--- src/rtl/ahb_bus_arbiter.sv ---
// Multi-master AHB arbiter: round-robin one-hot HGRANT, re-arbitration only at legal burst boundaries.
// Define AHB_ARB_TENURE_EN to cap INCR bursts at MAX_TENURE beats when another master is waiting.
module ahb_bus_arbiter #(
  parameter int MASTER_NUM     = 4,
  parameter int HBURST_WIDTH   = 3,
  parameter int DEFAULT_MASTER = 0,
  parameter int MAX_TENURE     = 16
) (
  input  logic                          HCLK,
  input  logic                          HRST,
  input  logic [MASTER_NUM-1:0]         HBUSREQ,
  input  logic [MASTER_NUM-1:0]         HLOCK,
  input  logic [1:0]                    HTRANS,
  input  logic [HBURST_WIDTH-1:0]       HBURST,
  input  logic                          HREADY,
  input  logic                          HRESP,
  output logic [MASTER_NUM-1:0]         HGRANT,
  output logic [$clog2(MASTER_NUM)-1:0] HMASTER,
  output logic                          HMASTLOCK
);
  localparam int IW = $clog2(MASTER_NUM);
  // beat counter saturates; wide enough for 16-beat bursts and the tenure limit
  localparam int CW = (MAX_TENURE > 16) ? $clog2(MAX_TENURE + 1) : 5;
  localparam logic [IW-1:0]         DEF_IDX = IW'(DEFAULT_MASTER);
  localparam logic [MASTER_NUM-1:0] ONE     = MASTER_NUM'(1);

  typedef enum logic [1:0] {PARK, GRANT, BURST, LOCKED} state_t;
  state_t state, state_nxt;

  logic [IW-1:0]         owner, rr_idx, cand, idx_nxt;
  logic [MASTER_NUM-1:0] grant_nxt;
  logic                  rr_found, regrant;
  logic [2:0]            burst;
  logic [CW-1:0]         cnt, beat_num, blen;
  logic                  idle, busy, nonseq, beat, last, incr_drop, idle_rp, ten_rp, rp;

  assign burst  = HBURST[2:0];
  assign idle   = HTRANS == 2'b00;
  assign busy   = HTRANS == 2'b01;
  assign nonseq = HTRANS == 2'b10;
  assign beat   = HREADY && HTRANS[1];

  always_comb begin
    blen = '0;
    case (burst)
      3'd0:       blen = CW'(1);
      3'd2, 3'd3: blen = CW'(4);
      3'd4, 3'd5: blen = CW'(8);
      3'd6, 3'd7: blen = CW'(16);
      default:    blen = '0;
    endcase
  end

  assign beat_num  = nonseq ? CW'(1) : cnt + CW'(1);
  assign last      = beat && burst != 3'd1 && beat_num == blen;
  assign incr_drop = beat && burst == 3'd1 && !HBUSREQ[owner];
  // a fresh grantee idles until HMASTER hands it the bus; don't bounce the grant meanwhile
  assign idle_rp   = idle && !(state == GRANT && HBUSREQ[owner]);
  assign rp        = HREADY && !busy && (idle_rp || last || incr_drop || HRESP || ten_rp);

  // round-robin search owner+1 .. owner, owner itself last
  always_comb begin
    rr_idx   = DEF_IDX;
    rr_found = 1'b0;
    cand     = owner;
    for (int i = 1; i <= MASTER_NUM; i++) begin
      cand = IW'((int'(owner) + i) % MASTER_NUM);
      if (!rr_found && HBUSREQ[cand]) begin
        rr_found = 1'b1;
        rr_idx   = cand;
      end
    end
  end

`ifdef AHB_ARB_TENURE_EN
  localparam int TW = $clog2(MAX_TENURE + 1);
  logic [TW-1:0] ten_cnt;

  assign ten_rp = beat && burst == 3'd1 && (int'(ten_cnt) + 1 >= MAX_TENURE) &&
                  |(HBUSREQ & ~HGRANT);

  always_ff @(posedge HCLK or negedge HRST) begin
    if (!HRST)
      ten_cnt <= '0;
    else if (HREADY) begin
      if (regrant && rr_idx != owner)
        ten_cnt <= '0;
      else if (beat && burst == 3'd1 && int'(ten_cnt) < MAX_TENURE)
        ten_cnt <= ten_cnt + TW'(1);
    end
  end
`else
  assign ten_rp = 1'b0;
`endif

  always_ff @(posedge HCLK or negedge HRST) begin
    if (!HRST) state <= PARK;
    else       state <= state_nxt;
  end

  always_comb begin
    state_nxt = state;
    if (HREADY) begin
      if (rp) begin
        if (HLOCK[owner])  state_nxt = LOCKED;
        else if (rr_found) state_nxt = GRANT;
        else               state_nxt = PARK;
      end else if (nonseq && state != LOCKED)
        state_nxt = HLOCK[owner] ? LOCKED : BURST;
    end
  end

  always_comb begin
    regrant   = rp && !HLOCK[owner];
    idx_nxt   = regrant ? rr_idx : owner;
    grant_nxt = ONE << idx_nxt;
  end

  always_ff @(posedge HCLK or negedge HRST) begin
    if (!HRST) begin
      HGRANT    <= ONE << DEF_IDX;
      owner     <= DEF_IDX;
      HMASTER   <= DEF_IDX;
      HMASTLOCK <= 1'b0;
      cnt       <= '0;
    end else if (HREADY) begin
      HGRANT    <= grant_nxt;
      owner     <= idx_nxt;
      HMASTER   <= owner;
      HMASTLOCK <= HLOCK[owner];
      if (beat)
        cnt <= nonseq ? CW'(1) : ((&cnt) ? cnt : cnt + CW'(1));
    end
  end
endmodule

--- config.mk ---
export PLATFORM = sky130hd
export DESIGN_NAME = ahb_bus_arbiter
export DESIGN_NICKNAME = d
export VERILOG_FILES = /design/src/rtl/ahb_bus_arbiter.sv
export SDC_FILE = /design/constraint.sdc
export NUM_CORES = 1
export LEC_CHECK = 0
export CORE_UTILIZATION = 53
export CTS_BUF_LIST = sky130_fd_sc_hd__clkbuf_4
export DETAILED_ROUTE_END_ITERATION = 6
export HOLD_SLACK_MARGIN = 0.05
export PLACE_DENSITY = 0.82
export SLEW_MARGIN = 20
export SYNTH_ARGS = -nofsm -noshare
export SYNTH_HDL_FRONTEND = slang
export SYNTH_SLANG_ARGS = --single-unit
--- constraint.sdc ---
create_clock -name HCLK -period 2.6 [get_ports HCLK]
set_input_delay 0.52 -clock HCLK [delete_from_list [all_inputs] [get_ports HCLK]]
set_output_delay 0.52 -clock HCLK [all_outputs]
set_load 0.03 [all_outputs]
Word level (Yosys, flattened, before mapping)
Cells that the tools add are included.
{"block": "classes", "reduce_logical": 33, "mux": 30, "order_cmp": 5, "shift": 1, "eq_ne": 14, "add_sub_neg": 5}
{"op": "case mux 5 bit (4 select lines)", "count": 1}
{"op": "2-to-1 mux 2 bit", "count": 8}
{"op": "less-than comparator 2 x 3 -> 1 bit, second input constant", "count": 5}
{"op": "2-to-1 mux 5 bit", "count": 3}
{"op": "logical AND 1 bit", "count": 14}
{"op": "binary-select mux 1 bit (select 2 bit)", "count": 6}
{"op": "== test 3 bit, second input constant", "count": 4}
{"op": "2-to-1 mux 1 bit", "count": 12}
{"op": "zero test 1 bit", "count": 7}
{"op": "== test 3 x 2 -> 1 bit, second input constant", "count": 2}
{"op": "OR reduction 2 bit", "count": 3}
{"op": "adder 5 x 1 -> 5 bit, second input constant", "count": 1}
{"op": "== test 5 bit", "count": 1}
{"op": "AND reduction 5 bit", "count": 1}
{"op": "adder 2 x 1 -> 2 bit, second input constant", "count": 2}
{"op": "adder 2 bit, second input constant", "count": 2}
{"op": "== test 2 x 1 -> 1 bit, second input constant", "count": 2}
{"op": "!= test 2 bit, second input constant", "count": 2}
{"op": "left shift 1 x 2 -> 4 bit, first input constant", "count": 1}
{"op": "== test 3 x 1 -> 1 bit, second input constant", "count": 1}
{"op": "zero test 3 bit", "count": 1}
{"op": "logical OR 1 bit", "count": 3}
{"op": "!= test 3 x 1 -> 1 bit, second input constant", "count": 1}
{"op": "AND reduction 3 bit", "count": 1}
{"op": "4 further kinds", "count": 4}
{"block": "totals", "output_inout_bits": 7, "ff_bits": 16}

Longest topological paths before layout
Gate-level depths: netlist of run 1.
{"block": "logic_depth", "ltp_word": 16, "ltp_mapped": 10, "mapped_depth_nobuf": 10}

Worst setup path before layout of run 1
Ideal clock, no wire load.
{"block": "synth_path", "path_type": "register to register", "from": "register cnt[0]", "to": "register HGRANT[3]", "required_time_ps": 2480, "arrival_time_ps": 2240, "setup_ps": 120, "setup_slack_ps": 241, "stages_incl_launch_ff": 10, "cell_sequence": "dfrtp_1 ha_1 and3_1 ha_1 nor2_1 o31a_1 a31oi_2 mux2i_1 nand2_1 a31o_1"}
{"block": "synth_via", "elab_chain_cells": 11}
{"item": "from (decl)", "line_no": "34", "rtl": "logic [CW-1:0] cnt, beat_num, blen;"}
{"item": "from (signal assigned)", "line_no": "132", "rtl": "cnt <= nonseq ? CW'(1) : ((&cnt) ? cnt : cnt + CW'(1));"}
{"item": "adder 5 x 1 -> 5 bit", "line_no": "54", "rtl": "assign beat_num = nonseq ? CW'(1) : cnt + CW'(1);"}
{"item": "2-to-1 mux 5 bit", "line_no": "54"}
{"item": "== test 5 bit", "line_no": "55", "rtl": "assign last = beat && burst != 3'd1 && beat_num == blen;"}
{"item": "logical AND 1 bit", "line_no": "55"}
{"item": "logical OR 1 bit (3 in a row)", "line_no": "59", "rtl": "assign rp = HREADY && !busy && (idle_rp || last || incr_drop || HRESP || ten_rp);"}
{"item": "logical AND 1 bit", "line_no": "59"}
{"item": "logical AND 1 bit", "line_no": "114", "rtl": "regrant = rp && !HLOCK[owner];"}
{"item": "2-to-1 mux 2 bit", "line_no": "115", "rtl": "idx_nxt = regrant ? rr_idx : owner;"}
{"item": "left shift 1 x 2 -> 4 bit", "line_no": "116", "rtl": "grant_nxt = ONE << idx_nxt;"}
{"item": "to (signal assigned)", "line_no": "121", "rtl": "HGRANT <= ONE << DEF_IDX;"}
{"item": "to (signal assigned)", "line_no": "127", "rtl": "HGRANT <= grant_nxt;"}
{"item": "to (decl)", "line_no": "17", "rtl": "output logic [MASTER_NUM-1:0] HGRANT,"}
No other way between the ends.
A chain may end at the register's enable or synchronous reset.

Worst setup path after layout of run 1
{"block": "layout_path", "from": "register cnt[1]", "to": "register HGRANT[3]"}
Same word-level chain as after synthesis.

==> out/summary.txt, run 1 <==
run status: finished clean
Final Instance Count excl. Fillers: 194
Total GRT Usage: 28.7%
Final ANT Viol Nets: 0
top_reg_cell synth: dfrtp_1
Synthesis Warnings: 0
CP peak stage delay: 450 ps
CP max FO: 6
Slew @ Worst Pin: 740 ps
final wirelength: 3.15 mm
pwr dens: 819 mW/mm^2
RSZ-0062 raised after global routing: no
Tcrit/Tclk final: 95.5%
final hold vios: 0
largest net degree at the start of global routing: 17
Die ar.: 0.00240 mm^2
Syn Inst Count: 131
row count: 16
synthesis-stage register bit count: 16
Leak: 0.646 nW
asr flop ratio synth: 100%
Post CTS Setup Buffer Count: 0
number of flops mapped to enable cells by yosys: 0
maxcap violations: 0
Total Power: 1.29 mW
initial core utilization: 57.9%
Die Y: 49.0 um
antenna violations before repair: 0
Clock Tree Root: clkbuf_4
HP Class: reg -> reg
post-route minimum period: 2480 ps
CP Class: reg -> reg
# placed instances: 190
arrival time at the worst endpoint: 2670 ps
Seq/Total Area, Yosys: 34.3%
CTS tree: done
CP max-delay cell: dfrtp_2
global placement routability congestion: 0.833
nature of the critical path endpoint: flop
DRT Pass-1 Iters: 4
clock latency on the worst-skew pair: 290 ps
Synth Area per Inst: 8.93 um^2
Post-Syn Area: 0.00117 mm^2
H-tree Lvls: 1
CTS max path bufs: 2
first-pass GRT wire length: 5.25 mm
crit path cell chain: ha_1 -> and3_1 -> ha_4 -> nor2_1 -> o31a_1 -> a31oi_4 -> mux2i_2 -> nand2_1 -> a31o_1
WP data required: 2780 ps
clock buffer count from CTS: 3
DR vias: 1,194
gr ovfl total: 0
n_diodes: 0
Via-to-Cell Ratio: 6.15
CTS clock-pin slew for the worst setup and hold paths: 90 ps
layout cell share with drive strength beyond 1: 22.2%
fmax: 403 MHz
core footprint: 0.00202 mm^2
clock sinks: 16
Routed WL per cell: 16.2 um
IO buf count: 23
Layout area overhead: 34.7%
nets: 187
skew final: 3.34 ps
drc violations: 0
Final Setup Violations: 0
vias in the first global route: 1,221
worst slew margin relative to its limit: 50.5%
I/O pin count: 24
crit start category: flop
initial drt markers: 32
post-cts hold buffer count: 0
Pins Over Slew Limit: 0
Netlist cell types: 48
hpwl dp: 2.38 mm
filler cell count: 143
VDD IR max: 757 uV
syn nets: 150
Die W: 49.0 um
==> stage by stage <==
stage	hold WS [ps]	utilization (%)	setup slack, ps	setup TNS (ps)	instance area (um^2)
floorplan	224	-	241	0	1170
global placement	480	74.9	-33.7	-73.9	1510
detailed placement	474	74.9	-205	-544	1510
CTS	489	76.6	14.0	0	1550
global route	510	77.9	15.2	0	1580
finish	507	77.9	116	0	1580
==> synth_stat cells, types with 2 or more instances <==
cell       n  area, um^2
a21o_1     3        22.5
a21oi_1    9        45.0
a22oi_1    2        15.0
and3b_1    2        17.5
buf_2      2        10.0
clkbuf_1   3        11.3
dfrtp_1   15         375
ha_1       2        25.0
inv_1      4        15.0
mux2_2     5        56.3
mux4_2     2        45.0
nand2_1   13        48.8
nand2b_1   3        18.8
nand3_1    5        25.0
nand3b_1   3        22.5
nor2_1     9        33.8
nor2b_1    3        18.8
nor3_1     4        20.0
o21ai_0   10        50.1
o22ai_1    2        12.5
or3_1      2        12.5
or3b_2     2        17.5
==> kinds of logic after synthesis <==
family                     share of synthesized area (%)
AOI/OAI and AO/OA                                   23.4
xor gates and xnor gates                           0.749
adders and majority gates                           2.14
buffers and inverters                               4.06
DFF                                                 34.3
muxes                                               9.52
and+or+nand+nor                                     25.8
==> registers in the layout, summed over array words and instances, names as in the netlist <==
name	flops
cnt	5
HGRANT	4
HMASTER	2
owner	2
state	2
HMASTLOCK	1
==> final timing paths <==
check / start / to / slack (ps) / cells after the start
setup / recovery: cnt[1] / HGRANT[3] / 120 / 9
hold / removal: HGRANT[0] / HGRANT[0] / 510 / 2
setup reg to reg: cnt[1] / HGRANT[3] / 120 / 9
hold reg to reg: HGRANT[0] / HGRANT[0] / 510 / 2
max in group asynchronous: HRST / cnt[1] / 1430 / 1
min in group asynchronous: HRST / cnt[2] / 660 / 1
==> routing by layer <==
layer | up-vias | global-route usage, % | routed length [um]
met1 | 583 | 31.0 | 1240
li1 | 563 | - | -
met3 | 6 | 4.67 | 138
met4 | 0 | 11.8 | 52
met5 | - | 0 | 0
met2 | 42 | 54.6 | 1710
==> cells in the final DEF, fill, tap and decap left out, drive strengths merged, types with 2 or more instances in the layout <==
cell type	synthesis	routed
a21o	3	3
a21oi	9	9
a22oi	2	2
and3b	2	2
buf	3	15
clkbuf	3	3
clkdlybuf4s50	0	23
dfrtp	15	15
ha	2	2
inv	4	4
mux2	5	5
mux4	2	2
nand2	14	14
nand2b	3	3
nand3	5	5
nand3b	3	3
nor2	9	9
nor2b	3	3
nor3	4	4
o21ai	10	10
o22ai	2	2
or2	2	2
or3	3	3
or3b	2	2
==> final cells by class <==
cell class | instances | area [um^2] | share of cell area [%]
multi-input combinational | 105 | 754 | 47.9
sequential | 16 | 403 | 25.6
timing repair buffer | 38 | 343 | 21.8
tap | 27 | 33.8 | 2.14
clock buffer | 3 | 22.5 | 1.43
inverter | 4 | 15.0 | 0.953
clock inverter | 1 | 3.75 | 0.238
==> power breakdown <==
part | internal, mW | total, mW | switching [mW]
registers | 0.345 | 0.421 | 0.0762
clock network | 0.0558 | 0.135 | 0.0790
logic | 0.336 | 0.734 | 0.398
total | 0.737 | 1.29 | 0.553
==> critical path: cells and delay by family (launching register included) <==
family	cells	cell delay [ps]
AOI/OAI and AO/OA	3	760
adders and majority gates	2	520
DFF	1	450
and+or+nand+nor	3	360
muxes	1	280
==> repair_timing <==
item / in CTS / in global routing
pin swaps: 0 / 1
resized for setup: 1 / 4
endpoints found under the setup margin: 1 / 2
Note: power is estimated with default switching activity, not from simulation.
==> inputs of run 2 (changes only) <==
--- a/config.mk
+++ b/config.mk
@@ -5,11 +5,11 @@
 export SDC_FILE = /design/constraint.sdc
 export NUM_CORES = 1
 export LEC_CHECK = 0
-export CORE_UTILIZATION = 53
+export CORE_UTILIZATION = 47
 export CTS_BUF_LIST = sky130_fd_sc_hd__clkbuf_4
 export DETAILED_ROUTE_END_ITERATION = 6
 export HOLD_SLACK_MARGIN = 0.05
-export PLACE_DENSITY = 0.82
+export PLACE_DENSITY = 0.77
 export SLEW_MARGIN = 20
 export SYNTH_ARGS = -nofsm -noshare
 export SYNTH_HDL_FRONTEND = slang
==> constraint.sdc (replaced) <==
create_clock -name HCLK -period 2 [get_ports HCLK]
set_input_delay 0.4 -clock HCLK [delete_from_list [all_inputs] [get_ports HCLK]]
set_output_delay 0.4 -clock HCLK [all_outputs]
set_load 0.03 [all_outputs]
==> out/summary.txt, run 2 (synthesis gave the netlist of run 1 again) <==
setup tns final: -1520 ps (-1520 ps)
final instance area: 0.00171 mm^2 (+8.6%)
Via-to-Cell Ratio: 5.96 (-3.1%)
Die Y: 51.9 um (+5.9%)
Worst R2R Path Depth: 9 (unchanged)
Reg area: 402 um^2 (-0.31%)
VDD IR max: 1010 uV (+33%)
Switch Pwr: 759 uW (+37%)
launch point of the critical path: cnt[1]
clock sinks: 16 (unchanged)
drc violations: 0 (unchanged)
most frequent cells in the layout: buf_4, clkdlybuf4s50_1, dfrtp_1, nand2_1, o21ai_0
arrival time at the worst endpoint: 2500 ps (-170 ps)
largest net degree at the start of global routing: 17 (unchanged)
Total GRT Usage: 27.0% (-1.7 points)
run status: complete, but fails checks
clock latency on the worst-skew pair: 300 ps (about the same)
DP Worst Slack: -668 ps (-463 ps)
skew final: 6.00 ps (+2.66 ps)
hpwl dp: 2.46 mm (+3.1%)
CTS max path bufs: 2 (unchanged)
crit start category: flop
commonest non-fill, non-tap cell in the layout: buf_4
post-route minimum period: 2300 ps (-185 ps)
final worst slack: -299 ps (-415 ps)
post-cts hold buffer count: 0 (unchanged)
row count: 17 (+1)
clock buffer count from CTS: 3 (unchanged)
max reg flops: 5 (unchanged)
r2r setup slk: -300 ps (-410 ps)
first-pass GRT wire length: 5.30 mm (+0.93%)
Layout area overhead: 46.2%
Final Setup Violations: 8 (+8)
CTS clock-pin slew for the worst setup and hold paths: 100 ps (about the same)
maxcap violations: 0 (unchanged)
Critical Path End: HGRANT[3]
# placed instances: 203 (+6.8%)
DR vias: 1,240 (+3.9%)
Pins Over Slew Limit: 0 (unchanged)
DRT Pass-1 Iters: 4 (unchanged)
n_diodes: 0 (unchanged)
nets: 200 (+7.0%)
placed cell area: 0.00164 mm^2 (+8.3%)
Final ANT Viol Nets: 0 (unchanged)
antenna violations before repair: 0 (unchanged)
failing checks: negative setup slack
gr ovfl total: 0 (unchanged)
Leak: 0.719 nW (+11%)
HP Class: in -> async
CP Class: reg -> reg
Clock Tree Root: clkbuf_4
CP max FO: 4 (-2)
Die ar.: 0.00269 mm^2 (+12%)
final wirelength: 3.22 mm (+2.2%)
switching share of total power: 42.2% (-0.72 points)
Die W: 51.9 um (+5.9%)
area of the multi-input gates: 788 um^2 (+4.5%)
logic gate share of total power: 59.9% (+3.0 points)
WHS: 413 ps (-94.3 ps)
Routed WL per cell: 15.5 um (-4.7%)
CTS tree: done
core footprint: 0.00228 mm^2 (+13%)
fin util: 75.2% (-2.8 points)
Reg power frac: 29.9% (-2.8 points)
WP data required: 2200 ps (-580 ps)
I/O pin count: 24 (unchanged)
H-tree Lvls: 1 (unchanged)
RSZ-0062 raised after global routing: yes
Slew @ Worst Pin: 315 ps (-425 ps)
final hold vios: 0 (unchanged)
fmax: 435 MHz (+8.1%)
nature of the critical path endpoint: flop
worst slew margin relative to its limit: 78.9% (+28 points)
IO buf count: 23 (unchanged)
Largest Register: cnt
vias in the first global route: 1,176 (-3.7%)
Top Registers: cnt x5, HGRANT x4
initial drt markers: 35 (+9.4%)
r2r endpoint: HGRANT[3]
initial core utilization: 51.4% (-6.5 points)
pwr dens: 1050 mW/mm^2 (+29%)
Cell Int Power: 1.04 mW (+41%)
Final Instance Count excl. Fillers: 208 (+7.2%)
clock power share: 10.2% (-0.3 points)
Tcrit/Tclk final: 115% (+19 points)
global placement routability congestion: 0.853 (+2.4%)
Total Power: 1.80 mW (+40%)
launching point of the worst reg2reg path: cnt[1]
filler cell count: 170 (+19%)
layout cell share with drive strength beyond 1: 30.0% (+7.8 points)
## run 2: power by group through the flow
| stage | Sequential [mW] | Combinational, mW | Clock, mW |
|---|---|---|---|
| 2_1_floorplan | 0.648 | 0.506 | 0 |
| 3_3_place_gp | 0.538 | 0.972 | 0 |
| 3_5_place_dp | 0.541 | 1.00 | 0 |
| 4_1_cts | 0.537 | 1.06 | 0.190 |
| 5_1_grt | 0.562 | 1.15 | 0.196 |
| 6_report | 0.539 | 1.08 | 0.184 |
## run 2: metal layers
layer | GRT usage, % | share of wire (%)
met5 | 0 | 0
met4 | 8.56 | 1.1
met3 | 5.56 | 5.0
met2 | 48.1 | 52
met1 | 32.0 | 42
## run 2: worst min path at each step
| stage | start | cells after the start | end | slack (ps) |
|---|---|---|---|---|
| finish | HRST | 2 | state[1] | 410 |
| global route | HRST | 2 | state[1] | 420 |
| CTS | HRST | 2 | state[0] | 410 |
| detailed placement | HGRANT[0] | 2 | HGRANT[0] | 490 |
| global placement | HGRANT[0] | 2 | HGRANT[0] | 470 |
| floorplan | HRST | 0 | HGRANT[1] | 100 |
## run 2: cell type report
type	count	share of cell area, %
inverters	4	0.878
repair buffers	51	26.0
clock inverters	1	0.219
clock buffers	3	1.32
well taps	28	2.05
multi-input cells	105	46.1
flip-flops and latches	16	23.5
## run 2: worst max-delay path, cell delays in order, from the launching register on
cell,delay (ps)
dfrtp_1,400
ha_2,190
and3_4,150
ha_4,290
nor2_1,50
o31a_1,270
a31oi_4,240
mux2i_1,290
nand2_1,100
a31o_1,220
## run 2: timing repair
action | 4_1_cts | 5_1_grt
hold endpoints to repair | 0 | 0
endpoints found under the setup margin | 8 | 8
buffers inserted | 1 | 0
pin swaps | 8 | 0
gates resized for setup | 6 | 1
